**config.mk**
```make
export PLATFORM = sky130hd
export DESIGN_NAME = uart_nbytes_rx
export DESIGN_NICKNAME = d
export VERILOG_FILES = /design/src/rtl/uart_pkg.sv /design/src/rtl/uart_rx_byte_core.sv /design/src/rtl/uart_nbytes_rx.sv
export SDC_FILE = /design/constraint.sdc
export NUM_CORES = 1
export LEC_CHECK = 0
export CAP_MARGIN = 20
export CORE_MARGIN = 1.5
export CORE_UTILIZATION = 40
export DETAILED_ROUTE_END_ITERATION = 7
export SLEW_MARGIN = 20
export SYNTH_ARGS = -nofsm -noshare
export SYNTH_HDL_FRONTEND = slang
export SYNTH_HIERARCHICAL = 1
export SYNTH_SLANG_ARGS = --single-unit
```
**constraint.sdc**
```tcl
create_clock -name clk -period 10 [get_ports clk]
set_input_delay 2 -clock clk [delete_from_list [all_inputs] [get_ports clk]]
set_output_delay 2 -clock clk [all_outputs]
set_load 0.03 [all_outputs]
```
**src/rtl/uart_pkg.sv**
```systemverilog
// Shared definitions for the multi-byte UART receiver.
//   core_state_t : byte-core states (line re-arm, start search, start check,
//                  data bits, stop bit)
//   asm_state_t  : word-assembler states
//   MAX_BYTES, DATA_BITS, WORD_W : word geometry
//   clamp_bytes  : maps the bytes_num request onto the legal 1..8 range
package uart_pkg;

    localparam int MAX_BYTES = 8;
    localparam int DATA_BITS = 8;
    localparam int WORD_W    = MAX_BYTES * DATA_BITS;

    typedef enum logic [2:0] {
        C_WAIT_IDLE,
        C_IDLE,
        C_START,
        C_DATA,
        C_STOP
    } core_state_t;

    typedef enum logic [1:0] {
        A_IDLE,
        A_RECV,
        A_DONE
    } asm_state_t;

    // 0 and anything above MAX_BYTES both mean a full-width word.
    function automatic logic [3:0] clamp_bytes(input logic [3:0] n);
        return (n == 4'd0 || n > 4'(MAX_BYTES)) ? 4'(MAX_BYTES) : n;
    endfunction

endpackage

```
**src/rtl/uart_rx_byte_core.sv**
```systemverilog
// Single-byte 8N1 receiver core.
//   clk, reset    : system clock, asynchronous active-high reset
//   speed         : clk cycles per bit, latched at each start edge
//   rx            : raw serial line (idle high)
//   byte_data     : last received byte (valid while byte_valid is high)
//   byte_valid    : one-cycle pulse, the cycle after a good stop bit
//   ferr          : one-cycle pulse, the cycle after a low stop bit
//   start_det     : combinational, falling edge seen while idle
//   false_start   : combinational, start bit found high at its mid-point
//   idle          : combinational, core waiting for a start edge
module uart_rx_byte_core
    import uart_pkg::*;
#(
    parameter int SPEED_W = 20
) (
    input  logic               clk,
    input  logic               reset,
    input  logic [SPEED_W-1:0] speed,
    input  logic               rx,
    output logic [7:0]         byte_data,
    output logic               byte_valid,
    output logic               ferr,
    output logic               start_det,
    output logic               false_start,
    output logic               idle
);

    logic               rx_p0, rx_p1, rx_d;
    logic               rx_s, fall, half_hit, bit_tick;
    core_state_t        state, state_nxt;
    logic [SPEED_W-1:0] spd, cnt;
    logic [2:0]         bit_idx;
    logic [7:0]         shreg;

    // Stage p0/p1: two-flop synchroniser; rx_d keeps the previous
    // synchronised sample for edge detection.
    always_ff @(posedge clk or posedge reset) begin
        if (reset) begin
            rx_p0 <= 1'b1;
            rx_p1 <= 1'b1;
            rx_d  <= 1'b1;
        end else begin
            rx_p0 <= rx;
            rx_p1 <= rx_p0;
            rx_d  <= rx_p1;
        end
    end

    assign rx_s     = rx_p1;
    assign fall     = rx_d & ~rx_s;
    assign half_hit = (cnt == (spd >> 1));
    assign bit_tick = (cnt == spd - SPEED_W'(1));

    always_ff @(posedge clk or posedge reset) begin
        if (reset) state <= C_WAIT_IDLE;
        else       state <= state_nxt;
    end

    always_comb begin
        state_nxt = state;
        case (state)
            C_WAIT_IDLE: if (rx_s) state_nxt = C_IDLE;
            C_IDLE:      if (fall) state_nxt = C_START;
            C_START:     if (half_hit) state_nxt = rx_s ? C_IDLE : C_DATA;
            C_DATA:      if (bit_tick && bit_idx == 3'(DATA_BITS - 1)) state_nxt = C_STOP;
            // A low stop bit leaves the line in an unknown phase, so the
            // core waits for it to return high before hunting for a start.
            C_STOP:      if (bit_tick) state_nxt = rx_s ? C_IDLE : C_WAIT_IDLE;
            default:     state_nxt = C_WAIT_IDLE;
        endcase
    end

    always_comb begin
        start_det   = (state == C_IDLE) && fall;
        false_start = (state == C_START) && half_hit && rx_s;
        idle        = (state == C_IDLE);
    end

    // Bit timing counters and status pulses.
    always_ff @(posedge clk or posedge reset) begin
        if (reset) begin
            cnt        <= '0;
            bit_idx    <= '0;
            byte_valid <= 1'b0;
            ferr       <= 1'b0;
        end else begin
            byte_valid <= (state == C_STOP) && bit_tick && rx_s;
            ferr       <= (state == C_STOP) && bit_tick && !rx_s;
            case (state)
                C_START: cnt <= half_hit ? '0 : cnt + SPEED_W'(1);
                C_DATA: begin
                    cnt <= bit_tick ? '0 : cnt + SPEED_W'(1);
                    if (bit_tick) bit_idx <= bit_idx + 3'd1;
                end
                C_STOP:  cnt <= bit_tick ? '0 : cnt + SPEED_W'(1);
                default: begin
                    cnt     <= '0;
                    bit_idx <= '0;
                end
            endcase
        end
    end

    // Data path: bit period captured at the start edge so a speed change
    // mid-byte is ignored; bits shift in LSB first.
    always_ff @(posedge clk) begin
        if (state == C_IDLE && fall)
            spd <= speed;
        if (state == C_DATA && bit_tick)
            shreg <= {rx_s, shreg[7:1]};
    end

    assign byte_data = shreg;

endmodule

```
**src/rtl/uart_nbytes_rx.sv**
```systemverilog
// Multi-byte UART receiver: collects 1..8 8N1 bytes into one 64-bit word.
//   clk, reset     : system clock, asynchronous active-high reset
//   speed          : clk cycles per bit period (16 .. 2^SPEED_W-1)
//   bytes_num      : bytes per word, 0 or >8 means 8
//   rx             : raw serial line (idle high)
//   bytes_recv     : assembled word, right-aligned, first byte most significant
//   data_valid     : one-cycle pulse when bytes_recv is updated
//   rx_busy_nbytes : high while a word is in progress
//   frame_err      : one-cycle pulse on a low stop bit (word discarded)
//   rx_timeout     : one-cycle pulse when the inter-byte gap is exceeded
module uart_nbytes_rx
    import uart_pkg::*;
#(
    parameter int TIMEOUT_BITS = 20,
    parameter int SPEED_W      = 20
) (
    input  logic               clk,
    input  logic               reset,
    input  logic [SPEED_W-1:0] speed,
    input  logic [3:0]         bytes_num,
    input  logic               rx,
    output logic [WORD_W-1:0]  bytes_recv,
    output logic               data_valid,
    output logic               rx_busy_nbytes,
    output logic               frame_err,
    output logic               rx_timeout
);

    localparam int GAP_W = SPEED_W + 5;

    function automatic logic [GAP_W-1:0] sat_inc(input logic [GAP_W-1:0] v);
        return (&v) ? v : v + GAP_W'(1);
    endfunction

    logic [7:0]         byte_data;
    logic               byte_valid, ferr, start_det, false_start, core_idle;
    asm_state_t         state, state_nxt;
    logic [3:0]         target, count;
    logic [WORD_W-1:0]  shreg, shreg_nxt;
    logic [SPEED_W-1:0] spd;
    logic [GAP_W-1:0]   gap, limit;
    logic               last_byte, tmo_hit;

    uart_rx_byte_core #(.SPEED_W(SPEED_W)) u_core (
        .clk         (clk),
        .reset       (reset),
        .speed       (speed),
        .rx          (rx),
        .byte_data   (byte_data),
        .byte_valid  (byte_valid),
        .ferr        (ferr),
        .start_det   (start_det),
        .false_start (false_start),
        .idle        (core_idle)
    );

    assign shreg_nxt = {shreg[WORD_W-DATA_BITS-1:0], byte_data};
    assign last_byte = byte_valid && (count + 4'd1 == target);
    assign limit     = GAP_W'(TIMEOUT_BITS) * GAP_W'(spd);
    // A start edge on the expiry cycle takes priority over the timeout.
    assign tmo_hit   = core_idle && !start_det && (gap >= limit);

    always_ff @(posedge clk or posedge reset) begin
        if (reset) state <= A_IDLE;
        else       state <= state_nxt;
    end

    always_comb begin
        state_nxt = state;
        case (state)
            A_IDLE: if (start_det) state_nxt = A_RECV;
            A_RECV: begin
                if (ferr)                             state_nxt = A_IDLE;
                else if (last_byte)                   state_nxt = A_DONE;
                else if (false_start && count == 4'd0) state_nxt = A_IDLE;
                else if (tmo_hit)                     state_nxt = A_IDLE;
            end
            A_DONE:  state_nxt = start_det ? A_RECV : A_IDLE;
            default: state_nxt = A_IDLE;
        endcase
    end

    always_comb begin
        data_valid     = (state == A_DONE);
        rx_busy_nbytes = (state != A_IDLE);
        frame_err      = ferr;
        rx_timeout     = (state == A_RECV) && tmo_hit && !ferr && !byte_valid;
    end

    // Control: word target, byte count, gap counter and the output word.
    always_ff @(posedge clk or posedge reset) begin
        if (reset) begin
            target     <= 4'(MAX_BYTES);
            count      <= '0;
            gap        <= '0;
            bytes_recv <= '0;
        end else begin
            if (state != A_RECV && start_det) begin
                target <= clamp_bytes(bytes_num);
                count  <= '0;
            end else if (state == A_RECV && byte_valid) begin
                count <= count + 4'd1;
                if (last_byte && !ferr)
                    bytes_recv <= shreg_nxt;
            end
            if (state != A_RECV || start_det)
                gap <= '0;
            else if (core_idle)
                gap <= sat_inc(gap);
        end
    end

    // Data: word shift register and the bit period used for the timeout.
    always_ff @(posedge clk) begin
        if (start_det)
            spd <= speed;
        if (state != A_RECV && start_det)
            shreg <= '0;
        else if (state == A_RECV && byte_valid)
            shreg <= shreg_nxt;
    end

endmodule
```
==> results.toml <==
[floorplan]
die_x_um = 170.7
start_util_pct = 40.62
num_rows = 61
io-pin-count = 95
core_area_um2 = 27710
die_y_um = 170.7
die_area_um2 = 29150

[worst_setup_path]
crit-reg2reg-launch = "spd[3]"
r2r_end = "state[0]"
rr_worst_depth = 17
worst_setup_path_start_kind = "register"
crit_required_ns = 8.00
crit_arrival_ns = 5.36
r2r_slack_ns = 5.72
critical_path_class = "register to output pin"
cp-end-kind = "output pin"
crit_path_max_fanout = 4

[global_routing]
grt_max_degree = 76
overflow = 0
grt.total_usage_pct = 16.70
antenna_found_initial = 0
grt_pass1_wl_mm = 39.10
grt_pass1_vias = 7363

[synthesis]
syn_nets = 1060
synth_ff_type = "dfrtp_1"
ys_async_sr_fraction_pct = 55.56
synth_cells = 965
netlist_top_cells_area = "dfrtp_1 (28%), edfxtp_1 (13%), dfxtp_1 (10%)"
synth_area_um2 = 11250
yosysTopAreaCell = "dfrtp_1"
synth-edff-count = 48
ys_types = 70
synth_top_cell_area_share_pct = 28.02
avgSynthCellArea_um2 = 11.66
ys_ff_latch = 234
ys_warn_count = 6
seq_area_frac_synth_pct = 51.72

[sta]
slew_headroom_pct = 31.33
tns_ns = 0
fin_skew_ns = 0.009834
worstMarginPinSlew_ns = 1.022
final_hold_viol_count = 0
finalCriticalPeriod_ns = 7.356
hold_ws_ns = 0.3590
rsz0062_at_grt = "no"
period_share_pct = 73.56
fmax_mhz = 135.9
finalSetupViolations = 0
drv_slew = 0

[clock_network]
clock_latency_ns = 0.53
cts-root-buf = "clkbuf_16"
postCtsSetupRepairBufs = 0
cts_tree = "built"
clkTransAtPathRegs_ns = 0.06
cts_hold_buf = 0
max-clock-path-buffers = 3
cts_made_buffers = 26
cts_sinks = 234
ctsResizeCount = 0
htreeDepth = 1

[hold_path]
hold_end = "u_core/rx_p1"
hold_path_class = "register to register"
worstHoldStart = "u_core/rx_p0"
hold_depth = 0

[routing]
dr.pass1.iters = 5
drt_iter0_drc = 450
routed_wl_mm = 23.84
vias = 7535
drc = 0
post_drt_wl_per_cell_um = 16.44
via_per_inst = 5.197
ant_nets = 0

[layout]
layout.nets = 1149
final_common_cell = "dfrtp_1"
layout-drive-gt1-share_pct = 13.43
area_growth_syn_to_layout_pct = 18.99
nFillCells = 2498
layout_common_cells = "dfrtp_1 (126), clkdlybuf4s50_1 (94), nor2_1 (67), mux2_2 (67), ha_1 (67)"
n_antenna_cell = 0

[place]
dp_hpwl_mm = 16.76
port_buffers = 94
globalplace.congestion = 0.8591

[flow_run]
maxCapViolCount = 0

[power]
powerDensity_nw_per_um2 = 175.8
ir_drop_mv = 0.1041
p_leak_nw = 5.684

[run_status]
status = "complete, no violations"
[Yosys cell counts (11+ instances only)]
master	instances
inv_1	27
nor2_1	68
xnor2_1	43
xor2_1	55
nor3_1	20
and3_1	11
a22o_1	58
edfxtp_1	48
nand4_1	18
mux2_2	67
nand3_1	26
ha_1	67
clkbuf_1	25
a21oi_1	27
a21o_1	13
dfxtp_1	56
nand2_1	43
o21ai_0	26
dfrtp_1	126
[worst max-delay path by stage]
stage	to	slack [ns]	start
CTS	rx_timeout	2.62	spd[3]
global placement	rx_timeout	3.33	spd[3]
finish	rx_timeout	2.64	spd[3]
global route	rx_timeout	2.33	spd[3]
floorplan	rx_timeout	4.27	spd[3]
detailed placement	rx_timeout	3.20	spd[3]
[final cells by class]
class / count / area, um^2 / area share, %
Clock inverter: 7 / 50.05 / 0.3738
Multi-Input combinational cell: 666 / 5179 / 38.68
Tap cell: 378 / 473.0 / 3.532
Clock buffer: 39 / 785.8 / 5.868
Inverter: 27 / 103.9 / 0.7756
Timing Repair Buffer: 99 / 978.4 / 7.307
Sequential cell: 234 / 5821 / 43.47
[registers in the layout (all words and copies together) (netlist names)]
signal             count
count                  4
bytes_recv            64
target                 4
spd                   20
u_core/byte_valid      1
u_core/spd            20
u_core/state           3
u_core/ferr            1
u_core/cnt            20
u_core/rx_p1           1
state                  2
gap                   25
u_core/byte_data       8
u_core/rx_d            1
u_core/bit_idx         3
u_core/rx_p0           1
shreg                 56
[power by group]
group	switching (W)	internal, W	total [W]	leakage, nW
sequential	0.0000460	0.00102	0.00106	2.68
clock	0.000379	0.000542	0.000921	0.416
combinational	0.000224	0.000147	0.000371	2.59
[stage by stage]
| stage | utilization (%) | power, W | setup WS, ns | instance area (um^2) | std cells |
|---|---|---|---|---|---|
| floorplan | - | 0.001347 | 4.268 | 11250 | 965 |
| global placement | 45.29 | 0.001447 | 3.332 | 12550 | 1404 |
| detailed placement | 45.29 | 0.001451 | 3.205 | 12550 | 1404 |
| CTS | 48.31 | 0.002385 | 2.616 | 13380 | 1450 |
| global route | 48.33 | 0.002476 | 2.330 | 13390 | 1450 |
| finish | 48.33 | 0.002354 | 2.644 | 13390 | 1450 |
[worst max-delay path, cell delays in order (launching register included)]
cell,delay (ns)
edfxtp_1,0.41
ha_1,0.31
ha_1,0.17
inv_1,0.06
fa_1,0.39
nor2b_1,0.17
o2111ai_1,0.17
a311oi_1,0.42
o31a_1,0.27
nor4_1,0.07
a311oi_1,0.28
ha_1,0.29
nand4_1,0.13
nor2_1,0.07
nand4_1,0.11
o22ai_1,0.10
or4_1,0.60
and3_1,0.23
clkdlybuf4s50_1,0.59
[kinds of logic (layout without fill, tap and decap cells)]
logic type / Yosys count / count (layout) / synth area share, %
compound gates: 174 / 174 / 11.53
xor+xnor: 98 / 98 / 7.627
fa+ha+maj: 68 / 68 / 7.627
buf+inv: 65 / 172 / 2.535
flops: 234 / 234 / 51.72
mux: 68 / 68 / 6.793
simple gates: 258 / 258 / 12.16
[metal layers]
metal  up-vias  wire length, um  track usage [%]
met3        37              803            2.059
met2       136            10860            26.90
met1      3659            11640            23.71
met5         -                0                0
li1       3703                -                -
met4         0              530            4.502
Power figures use the tool's default switching activity.
